### src/rtl/mpu_matrix_mem.sv
// Matrix slot memory serving mpu_load (row-major element stream with ack) and capturing mpu_store beats.
// Optional MPU_MEM_STATS_EN adds saturating completed-load / completed-store counters.
module mpu_matrix_mem #(
  parameter int FP    = 32,
  parameter int M     = 4,
  parameter int N     = 4,
  parameter int DEPTH = 8,
  localparam int MBITS = $clog2(M),
  localparam int NBITS = $clog2(N),
  localparam int AW    = $clog2(DEPTH),
  localparam int IW    = MBITS + NBITS,
  localparam int MW    = MBITS + 1,
  localparam int NW    = NBITS + 1,
  localparam int TW    = MBITS + NBITS + 1
) (
  input  logic          clk,
  input  logic          rst,
  input  logic          host_wr_en_in,
  input  logic [AW-1:0] host_addr_in,
  input  logic [IW-1:0] host_idx_in,
  input  logic [FP-1:0] host_data_in,
  input  logic [MW-1:0] host_m_in,
  input  logic [NW-1:0] host_n_in,
  input  logic          load_req_in,
  input  logic [AW-1:0] load_addr_in,
  input  logic          load_ack_in,
  input  logic          load_error_in,
  output logic          load_valid_out,
  output logic [FP-1:0] load_element_out,
  output logic [MW-1:0] load_m_size_out,
  output logic [NW-1:0] load_n_size_out,
  output logic          load_err_out,
  input  logic          store_en_in,
  input  logic [AW-1:0] store_addr_in,
  input  logic [FP-1:0] store_element_in,
  input  logic [MW-1:0] store_m_size_in,
  input  logic [NW-1:0] store_n_size_in,
  output logic          store_done_out,
  output logic          busy_out
`ifdef MPU_MEM_STATS_EN
  ,
  output logic [15:0]   load_count_out,
  output logic [15:0]   store_count_out
`endif
);

  typedef enum logic [1:0] {ST_IDLE = 2'd0, ST_LOAD = 2'd1, ST_STORE = 2'd2} state_e;

  state_e        state_q, state_d;
  logic [AW-1:0] addr_q, addr_d;
  logic [IW-1:0] idx_q, idx_d;
  logic [MW-1:0] m_q, m_d;
  logic [NW-1:0] n_q, n_d;
  logic [TW-1:0] total_q, total_d;
  logic          load_valid_q, load_valid_d;
  logic          load_err_q, load_err_d;
  logic          store_done_q, store_done_d;
  logic          load_done_s;

  logic [FP-1:0] mem_q [DEPTH][M*N];
  logic [MW-1:0] slot_m_q [DEPTH];
  logic [NW-1:0] slot_n_q [DEPTH];

  logic          mem_we_s;
  logic [AW-1:0] mem_waddr_s;
  logic [IW-1:0] mem_widx_s;
  logic [FP-1:0] mem_wdata_s;
  logic          sz_we_s;
  logic [AW-1:0] sz_waddr_s;
  logic [MW-1:0] sz_m_s;
  logic [NW-1:0] sz_n_s;

  function automatic logic size_ok(input logic [MW-1:0] m, input logic [NW-1:0] n);
    size_ok = (m != '0) && (m <= MW'(M)) && (n != '0) && (n <= NW'(N));
  endfunction

  function automatic logic [TW-1:0] size_total(input logic [MW-1:0] m, input logic [NW-1:0] n);
    size_total = TW'(m) * TW'(n);
  endfunction

  // Next-state, datapath and memory write-port selection
  always_comb begin
    state_d      = state_q;
    addr_d       = addr_q;
    idx_d        = idx_q;
    m_d          = m_q;
    n_d          = n_q;
    total_d      = total_q;
    load_valid_d = load_valid_q;
    load_err_d   = 1'b0;
    store_done_d = 1'b0;
    load_done_s  = 1'b0;
    mem_we_s     = 1'b0;
    mem_waddr_s  = '0;
    mem_widx_s   = '0;
    mem_wdata_s  = '0;
    sz_we_s      = 1'b0;
    sz_waddr_s   = '0;
    sz_m_s       = '0;
    sz_n_s       = '0;
    case (state_q)
      ST_IDLE: begin
        if (store_en_in) begin
          if (size_ok(store_m_size_in, store_n_size_in)) begin
            mem_we_s    = 1'b1;
            mem_waddr_s = store_addr_in;
            mem_widx_s  = '0;
            mem_wdata_s = store_element_in;
            if (size_total(store_m_size_in, store_n_size_in) == TW'(1)) begin
              store_done_d = 1'b1;
              sz_we_s      = 1'b1;
              sz_waddr_s   = store_addr_in;
              sz_m_s       = store_m_size_in;
              sz_n_s       = store_n_size_in;
            end else begin
              state_d = ST_STORE;
              addr_d  = store_addr_in;
              m_d     = store_m_size_in;
              n_d     = store_n_size_in;
              total_d = size_total(store_m_size_in, store_n_size_in);
              idx_d   = IW'(1);
            end
          end else begin
            state_d = ST_IDLE;
          end
        end else if (load_req_in) begin
          if (size_ok(slot_m_q[load_addr_in], slot_n_q[load_addr_in])) begin
            state_d      = ST_LOAD;
            addr_d       = load_addr_in;
            idx_d        = '0;
            m_d          = slot_m_q[load_addr_in];
            n_d          = slot_n_q[load_addr_in];
            total_d      = size_total(slot_m_q[load_addr_in], slot_n_q[load_addr_in]);
            load_valid_d = 1'b1;
          end else begin
            load_err_d = 1'b1;
          end
        end else if (host_wr_en_in) begin
          mem_we_s    = 1'b1;
          mem_waddr_s = host_addr_in;
          mem_widx_s  = host_idx_in;
          mem_wdata_s = host_data_in;
          sz_we_s     = 1'b1;
          sz_waddr_s  = host_addr_in;
          sz_m_s      = host_m_in;
          sz_n_s      = host_n_in;
        end else begin
          state_d = ST_IDLE;
        end
      end
      ST_LOAD: begin
        if (load_error_in) begin
          load_valid_d = 1'b0;
          load_err_d   = 1'b1;
          idx_d        = '0;
          state_d      = ST_IDLE;
        end else if (load_valid_q && load_ack_in) begin
          if ({1'b0, idx_q} == total_q - TW'(1)) begin
            load_valid_d = 1'b0;
            load_done_s  = 1'b1;
            idx_d        = '0;
            state_d      = ST_IDLE;
          end else begin
            idx_d = idx_q + IW'(1);
          end
        end else begin
          idx_d = idx_q;
        end
      end
      ST_STORE: begin
        if (store_en_in) begin
          mem_we_s    = 1'b1;
          mem_waddr_s = addr_q;
          mem_widx_s  = idx_q;
          mem_wdata_s = store_element_in;
          if ({1'b0, idx_q} == total_q - TW'(1)) begin
            // Slot size becomes visible only once the whole matrix is in place
            store_done_d = 1'b1;
            sz_we_s      = 1'b1;
            sz_waddr_s   = addr_q;
            sz_m_s       = m_q;
            sz_n_s       = n_q;
            idx_d        = '0;
            state_d      = ST_IDLE;
          end else begin
            idx_d = idx_q + IW'(1);
          end
        end else begin
          idx_d = idx_q;
        end
      end
      default: begin
        state_d      = ST_IDLE;
        load_valid_d = 1'b0;
      end
    endcase
  end

  // Control and handshake registers
  always_ff @(posedge clk or negedge rst) begin
    if (!rst) begin
      state_q      <= ST_IDLE;
      addr_q       <= '0;
      idx_q        <= '0;
      m_q          <= '0;
      n_q          <= '0;
      total_q      <= '0;
      load_valid_q <= 1'b0;
      load_err_q   <= 1'b0;
      store_done_q <= 1'b0;
    end else begin
      state_q      <= state_d;
      addr_q       <= addr_d;
      idx_q        <= idx_d;
      m_q          <= m_d;
      n_q          <= n_d;
      total_q      <= total_d;
      load_valid_q <= load_valid_d;
      load_err_q   <= load_err_d;
      store_done_q <= store_done_d;
    end
  end

  // Per-slot size table; zero marks a slot as never written
  always_ff @(posedge clk or negedge rst) begin
    if (!rst) begin
      for (int i = 0; i < DEPTH; i++) begin
        slot_m_q[i] <= '0;
        slot_n_q[i] <= '0;
      end
    end else if (sz_we_s) begin
      slot_m_q[sz_waddr_s] <= sz_m_s;
      slot_n_q[sz_waddr_s] <= sz_n_s;
    end
  end

  // Element storage, no reset
  always_ff @(posedge clk) begin
    if (mem_we_s) begin
      mem_q[mem_waddr_s][mem_widx_s] <= mem_wdata_s;
    end
  end

`ifdef MPU_MEM_STATS_EN
  logic [15:0] load_count_q, store_count_q;

  // Saturating completion counters
  always_ff @(posedge clk or negedge rst) begin
    if (!rst) begin
      load_count_q  <= 16'h0000;
      store_count_q <= 16'h0000;
    end else begin
      if (load_done_s && (load_count_q != 16'hFFFF)) begin
        load_count_q <= load_count_q + 16'h0001;
      end
      if (store_done_d && (store_count_q != 16'hFFFF)) begin
        store_count_q <= store_count_q + 16'h0001;
      end
    end
  end

  assign load_count_out  = load_count_q;
  assign store_count_out = store_count_q;
`endif

  assign load_valid_out   = load_valid_q;
  assign load_element_out = load_valid_q ? mem_q[addr_q][idx_q] : '0;
  assign load_m_size_out  = load_valid_q ? m_q : '0;
  assign load_n_size_out  = load_valid_q ? n_q : '0;
  assign load_err_out     = load_err_q;
  assign store_done_out   = store_done_q;
  assign busy_out         = (state_q != ST_IDLE);

endmodule

### config.mk
export PLATFORM = sky130hd
export DESIGN_NAME = mpu_matrix_mem
export DESIGN_NICKNAME = d
export VERILOG_FILES = /design/src/rtl/mpu_matrix_mem.sv
export SDC_FILE = /design/constraint.sdc
export NUM_CORES = 2
export LEC_CHECK = 0
export ABC_CLOCK_PERIOD_IN_PS = 6000
export BUFFER_PORTS_ARGS = -buffer_cell sky130_fd_sc_hd__buf_2
export CORE_UTILIZATION = 40
export CTS_CLUSTER_SIZE = 20
export DETAILED_ROUTE_END_ITERATION = 10
export HOLD_SLACK_MARGIN = 0.1
export SYNTH_ARGS = -nofsm -noshare
export SYNTH_HDL_FRONTEND = slang
export SYNTH_SLANG_ARGS = --single-unit
### constraint.sdc
create_clock -name clk -period 6 [get_ports clk]
set_input_delay 0.6 -clock clk [delete_from_list [all_inputs] [get_ports clk]]
set_output_delay 0.6 -clock clk [all_outputs]
set_load 0.005 [all_outputs]
==> results.txt <==
outcome = finished with violations
failing checks = max-capacitance violations, max-slew violations, negative setup slack
most used cell along the critical path = buf_4
Routed Wire Length = 463,900 um
most used flip-flop cell after synthesis = edfxtp_1
vias per cell = 5.973
flip-flop and latch count after synthesis = 4,167
startpoint type of the worst setup path = flip-flop
final hold viol count = 0
Max FO, Critical Path = 16
type of the worst min-delay path = primary input to flip-flop
Congestion Overflow GR = 0
FILL cells = 32,720
Routed met2 length = 219,800 um
detailed-routed wire length on met3 = 41,330 um
final critical-path share of the clock period = 100.2%
post-route antenna net violation count = 0
final estimated routing congestion in global placement = 0.8738
number of enable flip-flop cells after synthesis = 4,096
IO buf count = 137
width of the die = 637.4 um
worst-margin pin slew = 1503 ps
buffer depth of the longest clock path = 4
number of placed instances with taps included = 12,840
die extent in y = 637.4 um
count of different cell masters after synthesis = 73
type of the worst setup path = flip-flop to primary output
sequential share of the synthesized area = 77.27%
cells after synthesis = 7,395
number of max-cap violations = 1
multi-input gate area in the final layout = 0.03628 mm^2
fmax = 166.3 MHz
hold slack final = 169.1 ps
wire length of the first global-routing pass = 646,100 um
summed negative setup slack over all endpoints = -13.46 ps
row cnt = 232
Clock Tree Root = clkbuf_16
delay of the slowest cell on the worst path = 1090 ps
total vias in the final route = 81,470
final setup violating endpoints = 1
Total Routing Usage GR = 22.55%
cell family contributing the most delay on the critical path = simple AND/OR/NAND/NOR gates
VDD IR-drop max = 0.3284 mV
synthesized cell area = 0.1615 mm^2
detailed-route wire length on metal 1 = 180,900 um
critical path data required time = 5400 ps
arrival time of data at the critical path endpoint = 5410 ps
commonest cells after routing, fill and taps aside = 4,096 x edfxtp_1, 971 x mux4_2, 409 x clkbuf_16, 377 x buf_4, 355 x mux2i_1
Clock Latency Late Sink = 990 ps
final instance count without filler cells = 13,640
fraction of layout instances using a drive strength above 1 = 29.85%
setup skew after layout = 72.66 ps
cell with the largest stage delay on the worst path = a2111oi_0
remaining routing DRC violations = 0
share of synthesized registers carrying an async set or reset = 1.704%
wire length per cell = 34.01 um
min setup slack post-route = -13.46 ps
net count reported at finish = 8,120
half-perimeter wire length of the detailed placement result = 272,500 um
antenna violations before repair = 37
via count of the first global-routing pass = 81,270
signed area change from the synthesized netlist to the final layout = 15.62%
Post-Synthesis Net Count = 7,507
Static Leak = 60.07 nW
cell area after placement = 0.1729 mm^2
maximum number of pins on one net before global-route repair = 129
clock sink total = 4,167
buffer and inverter count on the worst path = 4
effective utilization at floorplan = 40.31%
Post-Syn Area per Cell = 21.84 um^2
critical-path cell list = nand2b_1 > buf_4 > buf_4 > a211oi_1 > a2111oi_0 > or4_1 > a211oi_1 > nor3b_1 > buf_4 > buf_2
CTS clock-pin slew for the worst setup and hold paths = 70 ps
number of max-slew violations in the final report = 2
Ports = 138
RSZ-0062 raised after global routing = no
Die Footprint = 0.4062 mm^2
sequential cell area = 0.1248 mm^2
detailed-routing iteration count for the pre-antenna-repair pass = 9
level count of the clock H-tree = 5
CTS tree = built
highest metal layer with signal wires = met5
total CTS buffers = 406
number of DRC markers in iteration 0 = 11,020
post-route cell area = 0.1867 mm^2
time the final worst path needs with I/O delays and setup = 6013 ps
ratio of total power to cell area = 443.8 mW/mm^2
Rel. slew slack = -0.8970%
nature of the critical path endpoint = primary output
placeable core region = 0.4006 mm^2
Synth warnings = 0
Register-to-Register Setup Slack = 1300 ps
most common cell after layout, fill and taps aside = edfxtp_1
[cell families (layout without fill, tap and decap cells)]
| group | count (synthesis) | count (layout) | share of synthesized area (%) |
|---|---|---|---|
| muxes | 1443 | 1443 | 16.65 |
| adders and majority gates | 16 | 16 | 0.1426 |
| DFF | 4167 | 4167 | 77.27 |
| buffers and inverters | 433 | 1391 | 1.156 |
| AOI/OAI and AO/OA | 618 | 618 | 2.789 |
| xor gates and xnor gates | 9 | 9 | 0.04882 |
| and+or+nand+nor | 709 | 709 | 1.943 |
| other | 0 | 21 | 0 |
[worst min-delay path, cell delays in order]
cell     delay [ps]
buf_2           250
mux2i_1         180
mux2i_1          80
[where the power goes]
part | internal [mW] | total [mW] | switching [mW]
logic | 8.95 | 23.1 | 14.2
clock network | 14.8 | 25.8 | 11.1
registers | 33.7 | 33.9 | 0.244
total | 57.4 | 82.9 | 25.5
[layer usage]
layer | track usage [%] | vias up
met5 | 0 | -
li1 | - | 32540
met3 | 4.203 | 764
met2 | 35.84 | 4107
met4 | 9.326 | 10
met1 | 30.74 | 44050
[metrics by stage]
step / util (%) / setup WS, ps / power, mW
2_1_floorplan: - / 1728 / 48.12
3_3_place_gp: 43.15 / 537.1 / 57.31
3_5_place_dp: 43.15 / 541.0 / 57.59
4_1_cts: 46.59 / 3.123 / 83.33
5_1_grt: 46.60 / 19.26 / 85.18
6_report: 46.61 / -13.46 / 82.87
[registers in the layout, indices dropped and copies added (netlist names), 2 cells and up]
name	count
mem_q	4096
slot_m_q	24
m_q	3
state_q	2
idx_q	4
total_q	5
slot_n_q	24
addr_q	3
n_q	3
[path summary, 6_finish.rpt]
check / endpoint / cells past startpoint / from
max: load_element_out[10] / 10 / addr_q[2]
min: addr_q[1] / 3 / load_addr_in[1]
max reg2reg: mem_q[4][202] / 8 / state_q[0]
min reg2reg: slot_n_q[12] / 1 / slot_n_q[12]
max in group asynchronous: idx_q[1] / 3 / rst
min in group asynchronous: n_q[1] / 3 / rst
[final cells by class]
type / instances / share of cell area, %
Multi-Input combinational cell: 2795 / 19.43
Timing Repair Buffer: 621 / 2.939
Tap cell: 5265 / 3.528
Inverter: 17 / 0.04222
Sequential cell: 4167 / 66.84
Clock inverter: 270 / 1.558
Antenna cell: 21 / 0.02815
Clock buffer: 483 / 5.631
[cells in the mapped netlist (9+ instances only)]
master	count	share of area (%)
a211oi_1	78	0.36
o21a_1	10	0.046
nor3_1	24	0.074
o221ai_1	28	0.15
clkbuf_1	205	0.48
nor4_1	19	0.074
buf_4	15	0.070
mux4_2	971	14
o21ai_0	53	0.16
edfxtp_1	4096	76
ha_1	12	0.093
nand2_1	286	0.66
a22oi_1	50	0.23
a311oi_1	40	0.22
a221oi_1	9	0.049
or4_1	10	0.046
o211ai_1	16	0.074
a2111oi_0	18	0.098
buf_2	123	0.38
nand3_1	14	0.043
nand4_1	10	0.039
o211a_1	11	0.068
and2_1	55	0.21
a31oi_1	15	0.058
o22ai_1	72	0.28
mux2_2	96	0.67
a22o_1	51	0.28
inv_1	15	0.035
a21oi_1	89	0.28
dfrtp_1	71	1.1
mux2i_1	359	2.2
o2111ai_1	16	0.087
nor2_1	235	0.55
buf_1	70	0.16
nor2b_1	27	0.10
[repair_timing]
action | CTS | global route
pin swaps | 1 | 0
endpoints found under the hold margin | 95 | 0
setup buffers | 10 | 0
hold buffers | 17 | 0
resized for setup | 10 | 6
setup endpoints to repair | 11 | 5
cloned | 0 | 0
Note: power is estimated with default switching activity, not from simulation.
